`config.mk`:
```
export PLATFORM = sky130hd
export DESIGN_NAME = coin_bcd_display
export DESIGN_NICKNAME = d
export VERILOG_FILES = /design/src/rtl/coin_bcd_display.sv
export SDC_FILE = /design/constraint.sdc
export NUM_CORES = 1
export LEC_CHECK = 0
export CAP_MARGIN = 20
export CORE_MARGIN = 2
export CORE_UTILIZATION = 60
export DETAILED_ROUTE_END_ITERATION = 7
export PLACE_DENSITY = 0.88
export RECOVER_POWER = 100
export SLEW_MARGIN = 10
export SYNTH_ARGS = -nofsm -noshare
export SYNTH_HDL_FRONTEND = slang
export SYNTH_SLANG_ARGS = --single-unit
```
`constraint.sdc`:
```
create_clock -name clk -period 4.5 [get_ports clk]
set_clock_uncertainty 0.1 [all_clocks]
set_input_delay 1.35 -clock clk [delete_from_list [all_inputs] [get_ports clk]]
set_output_delay 1.35 -clock clk [all_outputs]
set_load 0.02 [all_outputs]
```
`src/rtl/coin_bcd_display.sv`:
```
// coin_bcd_display: serial double-dabble binary-to-BCD converter that drives an
// active-low multi-digit 7-segment display, with dashes on overflow.
module coin_bcd_display #(
   parameter int WIDTH    = 12,
   parameter int DIGITS   = 4,
   parameter int BLANK_LZ = 0
) (
   input  logic                  clk,
   input  logic                  rst,
   input  logic                  start,
   input  logic [WIDTH-1:0]      value,
   output logic                  busy,
   output logic                  done,
   output logic [DIGITS*7-1:0]   seg,
   output logic                  overflow
);

   // ceil(w*log10(2)) decimal digits are needed to hold 2^w-1
   function automatic int calc_nibbles(input int w);
      int n;
      n = (w * 30103 + 99999) / 100000;
      return (n < 1) ? 1 : n;
   endfunction

   localparam int NB = calc_nibbles(WIDTH);
   localparam int ND = (NB > DIGITS) ? NB : DIGITS;
   localparam int DW = NB * 4 + WIDTH;
   localparam int CW = $clog2(WIDTH + 1);

   localparam logic [6:0] SEG_ZERO  = 7'b100_0000;
   localparam logic [6:0] SEG_BLANK = 7'b111_1111;
   localparam logic [6:0] SEG_DASH  = 7'b011_1111;

   function automatic logic [6:0] encode_digit(input logic [3:0] d);
      case (d)
         4'd0:    return 7'b100_0000;
         4'd1:    return 7'b111_1001;
         4'd2:    return 7'b010_0100;
         4'd3:    return 7'b011_0000;
         4'd4:    return 7'b001_1001;
         4'd5:    return 7'b001_0010;
         4'd6:    return 7'b000_0010;
         4'd7:    return 7'b111_1000;
         4'd8:    return 7'b000_0000;
         4'd9:    return 7'b001_0000;
         default: return SEG_DASH;
      endcase
   endfunction

   function automatic logic [DIGITS*7-1:0] reset_pattern();
      logic [DIGITS*7-1:0] p;
      for (int k = 0; k < DIGITS; k++) begin
         p[k*7 +: 7] = (k == 0 || BLANK_LZ == 0) ? SEG_ZERO : SEG_BLANK;
      end
      return p;
   endfunction

   localparam logic [DIGITS*7-1:0] SEG_RESET = reset_pattern();

   typedef enum logic [1:0] {
      IDLE    = 2'd0,
      CONVERT = 2'd1,
      UPDATE  = 2'd2
   } state_t;

   state_t               state_reg;
   logic [DW-1:0]        dd_reg;       // {bcd accumulator, binary shift register}
   logic [CW-1:0]        cnt_reg;
   logic                 busy_reg;
   logic                 done_reg;
   logic                 ovf_reg;
   logic [DIGITS*7-1:0]  seg_reg;

   logic [DW-1:0]        dd_next;
   logic [ND*4-1:0]      bcd_ext;
   logic                 ovf_next;
   logic [DIGITS*7-1:0]  seg_next;

   // Add-3 correction on every nibble before the shift
   assign dd_next[WIDTH-1:0] = dd_reg[WIDTH-1:0];
   generate
      for (genvar gi = 0; gi < NB; gi++) begin : g_adj
         assign dd_next[WIDTH+gi*4 +: 4] = (dd_reg[WIDTH+gi*4 +: 4] >= 4'd5) ?
                                           dd_reg[WIDTH+gi*4 +: 4] + 4'd3 :
                                           dd_reg[WIDTH+gi*4 +: 4];
      end
   endgenerate

   // Widen the accumulator so display logic never indexes past it
   generate
      for (genvar gi = 0; gi < ND; gi++) begin : g_ext
         if (gi < NB) begin : g_real
            assign bcd_ext[gi*4 +: 4] = dd_reg[WIDTH+gi*4 +: 4];
         end else begin : g_pad
            assign bcd_ext[gi*4 +: 4] = 4'd0;
         end
      end
   endgenerate

   generate
      if (ND > DIGITS) begin : g_ovf
         assign ovf_next = |bcd_ext[ND*4-1:DIGITS*4];
      end else begin : g_no_ovf
         assign ovf_next = 1'b0;
      end
   endgenerate

   generate
      for (genvar gi = 0; gi < DIGITS; gi++) begin : g_seg
         if (gi == 0 || BLANK_LZ == 0) begin : g_plain
            assign seg_next[gi*7 +: 7] = ovf_next ? SEG_DASH :
                                         encode_digit(bcd_ext[gi*4 +: 4]);
         end else begin : g_blank
            logic upper_zero;
            // This digit and everything above it are zero -> leading zero
            assign upper_zero = (bcd_ext[DIGITS*4-1:gi*4] == '0);
            assign seg_next[gi*7 +: 7] = ovf_next   ? SEG_DASH  :
                                         upper_zero ? SEG_BLANK :
                                         encode_digit(bcd_ext[gi*4 +: 4]);
         end
      end
   endgenerate

   always_ff @(posedge clk or posedge rst) begin
      if (rst) begin
         state_reg <= IDLE;
         dd_reg    <= '0;
         cnt_reg   <= '0;
         busy_reg  <= 1'b0;
         done_reg  <= 1'b0;
         ovf_reg   <= 1'b0;
         seg_reg   <= SEG_RESET;
      end else begin
         done_reg <= 1'b0;
         case (state_reg)
            IDLE: begin
               if (start) begin
                  dd_reg    <= {{(NB*4){1'b0}}, value};
                  cnt_reg   <= CW'(WIDTH);
                  busy_reg  <= 1'b1;
                  state_reg <= CONVERT;
               end
            end
            CONVERT: begin
               dd_reg  <= dd_next << 1;
               cnt_reg <= cnt_reg - CW'(1);
               if (cnt_reg == CW'(1)) begin
                  state_reg <= UPDATE;
               end
            end
            UPDATE: begin
               seg_reg   <= seg_next;
               ovf_reg   <= ovf_next;
               done_reg  <= 1'b1;
               busy_reg  <= 1'b0;
               state_reg <= IDLE;
            end
            default: begin
               state_reg <= IDLE;
               busy_reg  <= 1'b0;
            end
         endcase
      end
   end

   assign busy     = busy_reg;
   assign done     = done_reg;
   assign seg      = seg_reg;
   assign overflow = ovf_reg;

endmodule

```
; After elaboration in Yosys (flattened, before gate mapping)
; Memory sizes are Yosys's and may differ from the RTL's. A register that Yosys moved wholly into a read port is not among the register bits.
; Index checks and enable logic that the tools add are counted.
[totals]
n_memories = 4
rom_bits = 448
output_inout_bits = 31
ff_bits = 36
wordCells = 43
inputBits = 15
[op_classes]
reduce_logical = 5
n_lt_le_gt_ge = 4
add_sub_neg = 5
n_eq_ne = 5
mux = 14
n_bitwise = 1
[mem_list]
columns = memory, depth, word_bits, rd, rd_ports_with_merged_regs, wr, line_no
row1 = (no name shown), 16, 7, 1, 1, 0, 35  ; case (d)
row2 = (no name shown), 16, 7, 1, 1, 0, 35
row3 = (no name shown), 16, 7, 1, 1, 0, 35
row4 = (no name shown), 16, 7, 1, 1, 0, 35
[op_table]
columns = cell, n
row1 = 28-bit case mux with 2 select lines, 1
row2 = 28-bit two-way mux, 1
row3 = 4-bit by 3-bit >= comparator with 1-bit output (second input constant), 4
row4 = 4-bit two-way mux, 4
row5 = 4-bit by 2-bit adder with 4-bit output (second input constant), 3
row6 = 4-bit case mux with 2 select lines, 1
row7 = 2-bit AND reduction, 3
row8 = 4-bit by 1-bit == test with 1-bit output (second input constant), 1
row9 = 2-bit two-way mux, 2
row10 = 2-bit inequality test (second input constant), 2
row11 = 2-bit case mux with 2 select lines, 1
row12 = 4-bit by 1-bit subtractor with 4-bit output (second input constant), 1
row13 = 3-bit by 2-bit adder with 3-bit output (second input constant), 1
row14 = 3-bit two-way mux, 1
row15 = 2-bit by 1-bit == test with 1-bit output (second input constant), 1
row16 = 2-bit == test (second input constant), 1
row17 = 2-bit logical NOT, 1
row18 = 1-bit two-way mux, 2
row19 = 1-bit case mux with 2 select lines, 1
row20 = 2-bit nonzero test, 1
row21 = 1-bit inverter, 1

; Longest topological paths before layout
[depth]
depth_word = 3
mapped_depth = 6
ltp_nobuf = 6

; Worst setup path before layout
; Ideal clock, no wire load.
[synth_path]
path_type = in2reg
startpoint = input port start
endpoint = register dd_reg[8]
slack_ns = 2.429
t_arrival_ns = 1.835
path_stages = 4
n_path_buf = 1
setup_ns = 0.136
cell_sequence = clkbuf_2 > and3b_2 > a21oi_1 > o21ai_0
[synth_via]
elab_chain_len = 2
[synth_rtl]
columns = item, line_no
row1 = from (decl), 10  ; input logic start,
row2 = 2-bit inequality test (no source line), -
row3 = 2-bit AND reduction (no source line), -
row4 = to (signal assigned), 138  ; dd_reg <= {{(NB*4){1'b0}}, value};
row5 = to (signal assigned), 145  ; dd_reg <= dd_next << 1;
row6 = to (decl), 67  ; logic [DW-1:0] dd_reg;
; Every way passes these cells.
; A chain may end at the register's enable or synchronous reset.

==> metrics.txt <==
Post-synth ARST share 100%; number of cells in the finished layout apart from fillers 497; worst-path maximum fanout 30; Starting Density 62.2%; min cycle time layout 3.06 ns; flip-flop and latch count after synthesis 64; clock root cell sky130_fd_sc_hd__clkbuf_8; worst-case vdd ir drop 0.359 mV; count of different cell masters after synthesis 53; post-cts gate resize count 0; fraction of final layout cells with drive strength greater than 1 10.9%; Setup Fix Bufs, Post-CTS 0; type of the worst setup path in -> async; overall via count from detail_route 2,825; antenna cell count 0; worst endpoint required time 4.80 ns; Setup violations, final 0; Total Power Consumption 3.00 mW; number of buffers on the longest clock path 2; most common flop cell mapped by yosys sky130_fd_sc_hd__dfrtp_1; area occupied by registers 1610 µm²; Util after Layout 70.8%; final layout net count 456; number of global-route vias before repair 2,703; Leak 1.97 nW; fillers 441; Mapped Area 3680 µm²; post-synthesis net count 425; Worst Hold Slack 0.372 ns; estimated wirelength of the detail-placed design 5310 µm; power per standard cell area 715 nW/µm²; Post-synth top cells sky130_fd_sc_hd__dfrtp_1, sky130_fd_sc_hd__nand2_1, sky130_fd_sc_hd__o21ai_0; status finished with violations; Post-Synthesis Mean Instance Area 9.53 µm²; global-route wire length before repair 12,500 µm; share of the yosys chip area belonging to registers 43.7%; remaining antenna violation count after routing 0; number of H-tree branching levels 3; area used by multi-input combinational logic 1740 µm²; die extent in y 82.3 µm; antenna violations before repair 0; iteration-0 DRC count of the detailed router 215; nature of the critical path endpoint asynchronous set/reset pin; total length of routed wires 7530 µm; clock tree sinks 64; cts bufs inserted 9; average via count per standard cell 5.68; worst relative slew slack -17.8%; actual slew at the worst max-slew pin 1.77 ns; routed length per placed instance 15.2 µm; width of the die 82.3 µm; first drt pass iteration count 4; setup repair after global routing missed its margin no; violated checks max-capacitance violations, max-slew violations; hold violation total from the final report 0; Residual DRC 0; number of flops mapped to enable cells by yosys 0; cell types occupying the most area after synthesis sky130_fd_sc_hd__dfrtp_1, sky130_fd_sc_hd__ha_1, sky130_fd_sc_hd__nand2_1; TritonCTS clock tree built; Hold-fix buffers, CTS 0; Synthesis Warnings 0; type of the most critical hold path reg -> reg; largest net degree at the start of global routing 58; weighted congestion reported at the end of routability-driven placement 0.909; Critical Path Source Type primary input; area enclosed by the die boundary 6780 µm²; maximum capacitance violations 1; final worst-path cycle share 67.9%; total core area 5920 µm²; area fraction of the dominant cell type after synthesis 40.8%; area growth from synthesis to layout 13.9%; total global routing overflow 0; Clock transition at path regs 0.07 ns; Top Ports 46; number of rows created at floorplan 28; Cell Count Post-Placement 481; Fin Setup TNS 0 ns; count of port buffers added during placement 44; post-synthesis instance total 386; count of final max-slew check failures 58; total global routing track utilization 24.4%; most numerous cell in the Yosys netlist sky130_fd_sc_hd__dfrtp_1; largest area contributor in the synthesized netlist sky130_fd_sc_hd__dfrtp_1; data arrival at the endpoint of the critical path 3.35 ns; clock latency at the later pin of the worst-skew pair 0.35 ns; highest attainable clock frequency 0.327 GHz
-- power breakdown --
| group | internal [mW] | switching, mW |
|---|---|---|
| clock network | 0.284 | 0.231 |
| logic | 0.611 | 0.758 |
| registers | 0.793 | 0.323 |
| total | 1.69 | 1.31 |
-- placed cells by master, fill, tap and decap left out, types with 2 or more instances in the layout --
| cell type | synthesis | routed |
|---|---|---|
| sky130_fd_sc_hd__a21o_1 | 2 | 2 |
| sky130_fd_sc_hd__a21oi_1 | 23 | 23 |
| sky130_fd_sc_hd__a21oi_2 | 9 | 9 |
| sky130_fd_sc_hd__a22o_1 | 3 | 3 |
| sky130_fd_sc_hd__and3_1 | 2 | 2 |
| sky130_fd_sc_hd__and3b_1 | 6 | 6 |
| sky130_fd_sc_hd__and3b_2 | 5 | 5 |
| sky130_fd_sc_hd__clkbuf_8 | 0 | 11 |
| sky130_fd_sc_hd__clkdlybuf4s50_1 | 0 | 12 |
| sky130_fd_sc_hd__clkinv_2 | 0 | 2 |
| sky130_fd_sc_hd__clkinvlp_4 | 0 | 2 |
| sky130_fd_sc_hd__dfrtp_1 | 60 | 60 |
| sky130_fd_sc_hd__dfstp_2 | 4 | 4 |
| sky130_fd_sc_hd__dlygate4sd3_1 | 0 | 32 |
| sky130_fd_sc_hd__ha_1 | 24 | 24 |
| sky130_fd_sc_hd__inv_1 | 24 | 24 |
| sky130_fd_sc_hd__mux2_2 | 4 | 4 |
| sky130_fd_sc_hd__mux2i_1 | 3 | 3 |
| sky130_fd_sc_hd__nand2_1 | 59 | 59 |
| sky130_fd_sc_hd__nand2b_1 | 5 | 6 |
| sky130_fd_sc_hd__nand3_1 | 6 | 6 |
| sky130_fd_sc_hd__nor2_1 | 11 | 11 |
| sky130_fd_sc_hd__nor2b_1 | 3 | 3 |
| sky130_fd_sc_hd__nor3_1 | 3 | 3 |
| sky130_fd_sc_hd__nor3b_1 | 2 | 2 |
| sky130_fd_sc_hd__o21ai_0 | 43 | 58 |
| sky130_fd_sc_hd__o21ai_1 | 17 | 2 |
| sky130_fd_sc_hd__o22ai_1 | 2 | 2 |
| sky130_fd_sc_hd__o311ai_0 | 0 | 4 |
| sky130_fd_sc_hd__o31ai_1 | 11 | 12 |
| sky130_fd_sc_hd__xnor2_1 | 4 | 4 |
-- kinds of logic (layout without fill, tap and decap cells) --
logic type / count (synthesis) / in the layout / share of synthesized area [%]
flip-flops: 64 / 64 / 43.7
AO/OA/AOI/OAI: 126 / 126 / 21.3
adder cells (fa/ha/maj): 24 / 24 / 8.16
XOR/XNOR: 5 / 5 / 1.19
AND/OR/NAND/NOR: 108 / 108 / 14.9
buffers and inverters: 51 / 87 / 8.70
multiplexers: 7 / 7 / 2.04
other: 1 / 1 / 0.102
-- per-layer routing --
layer | share of wire [%] | global-route usage, %
met1 | 43 | 30.6
met2 | 50 | 40.3
met3 | 4.1 | 4.13
met4 | 2.0 | 13.0
met5 | 0 | 0
-- critical path, cell delays in order --
cell                            delay (ns)
sky130_fd_sc_hd__dlygate4sd3_1        0.53
sky130_fd_sc_hd__inv_1                0.82
sky130_fd_sc_hd__clkbuf_1             0.65
-- final cells by class --
class	instances	area share (%)
multi-input cells	271	41.5
flip-flops and latches	64	38.3
repair buffers	46	10.8
clock buffers	11	3.61
inverters	25	2.24
well taps	75	2.24
clock inverters	5	1.31
-- final timing paths --
path	start	endpoint	slack [ns]	cells after the start
worst min register to register	seg[6]	seg[6]	0.37	2
min in group asynchronous	rst	dd_reg[20]	1.63	2
worst max-delay path	rst	dd_reg[10]	1.44	3
worst max register to register	state_reg[0]	seg[5]	1.48	2
worst min-delay path	seg[6]	seg[6]	0.37	2
max in group clk	state_reg[0]	seg[5]	1.48	2
-- per-stage QoR --
| stage | area, µm² | setup slack, ns |
|---|---|---|
| global route | 4190 | 1.01 |
| detailed placement | 4000 | 1.28 |
| floorplan | 3680 | 1.46 |
| global placement | 4000 | 1.34 |
| finish | 4190 | 1.44 |
| CTS | 4210 | 1.56 |
(Power assumes the default switching activity.)
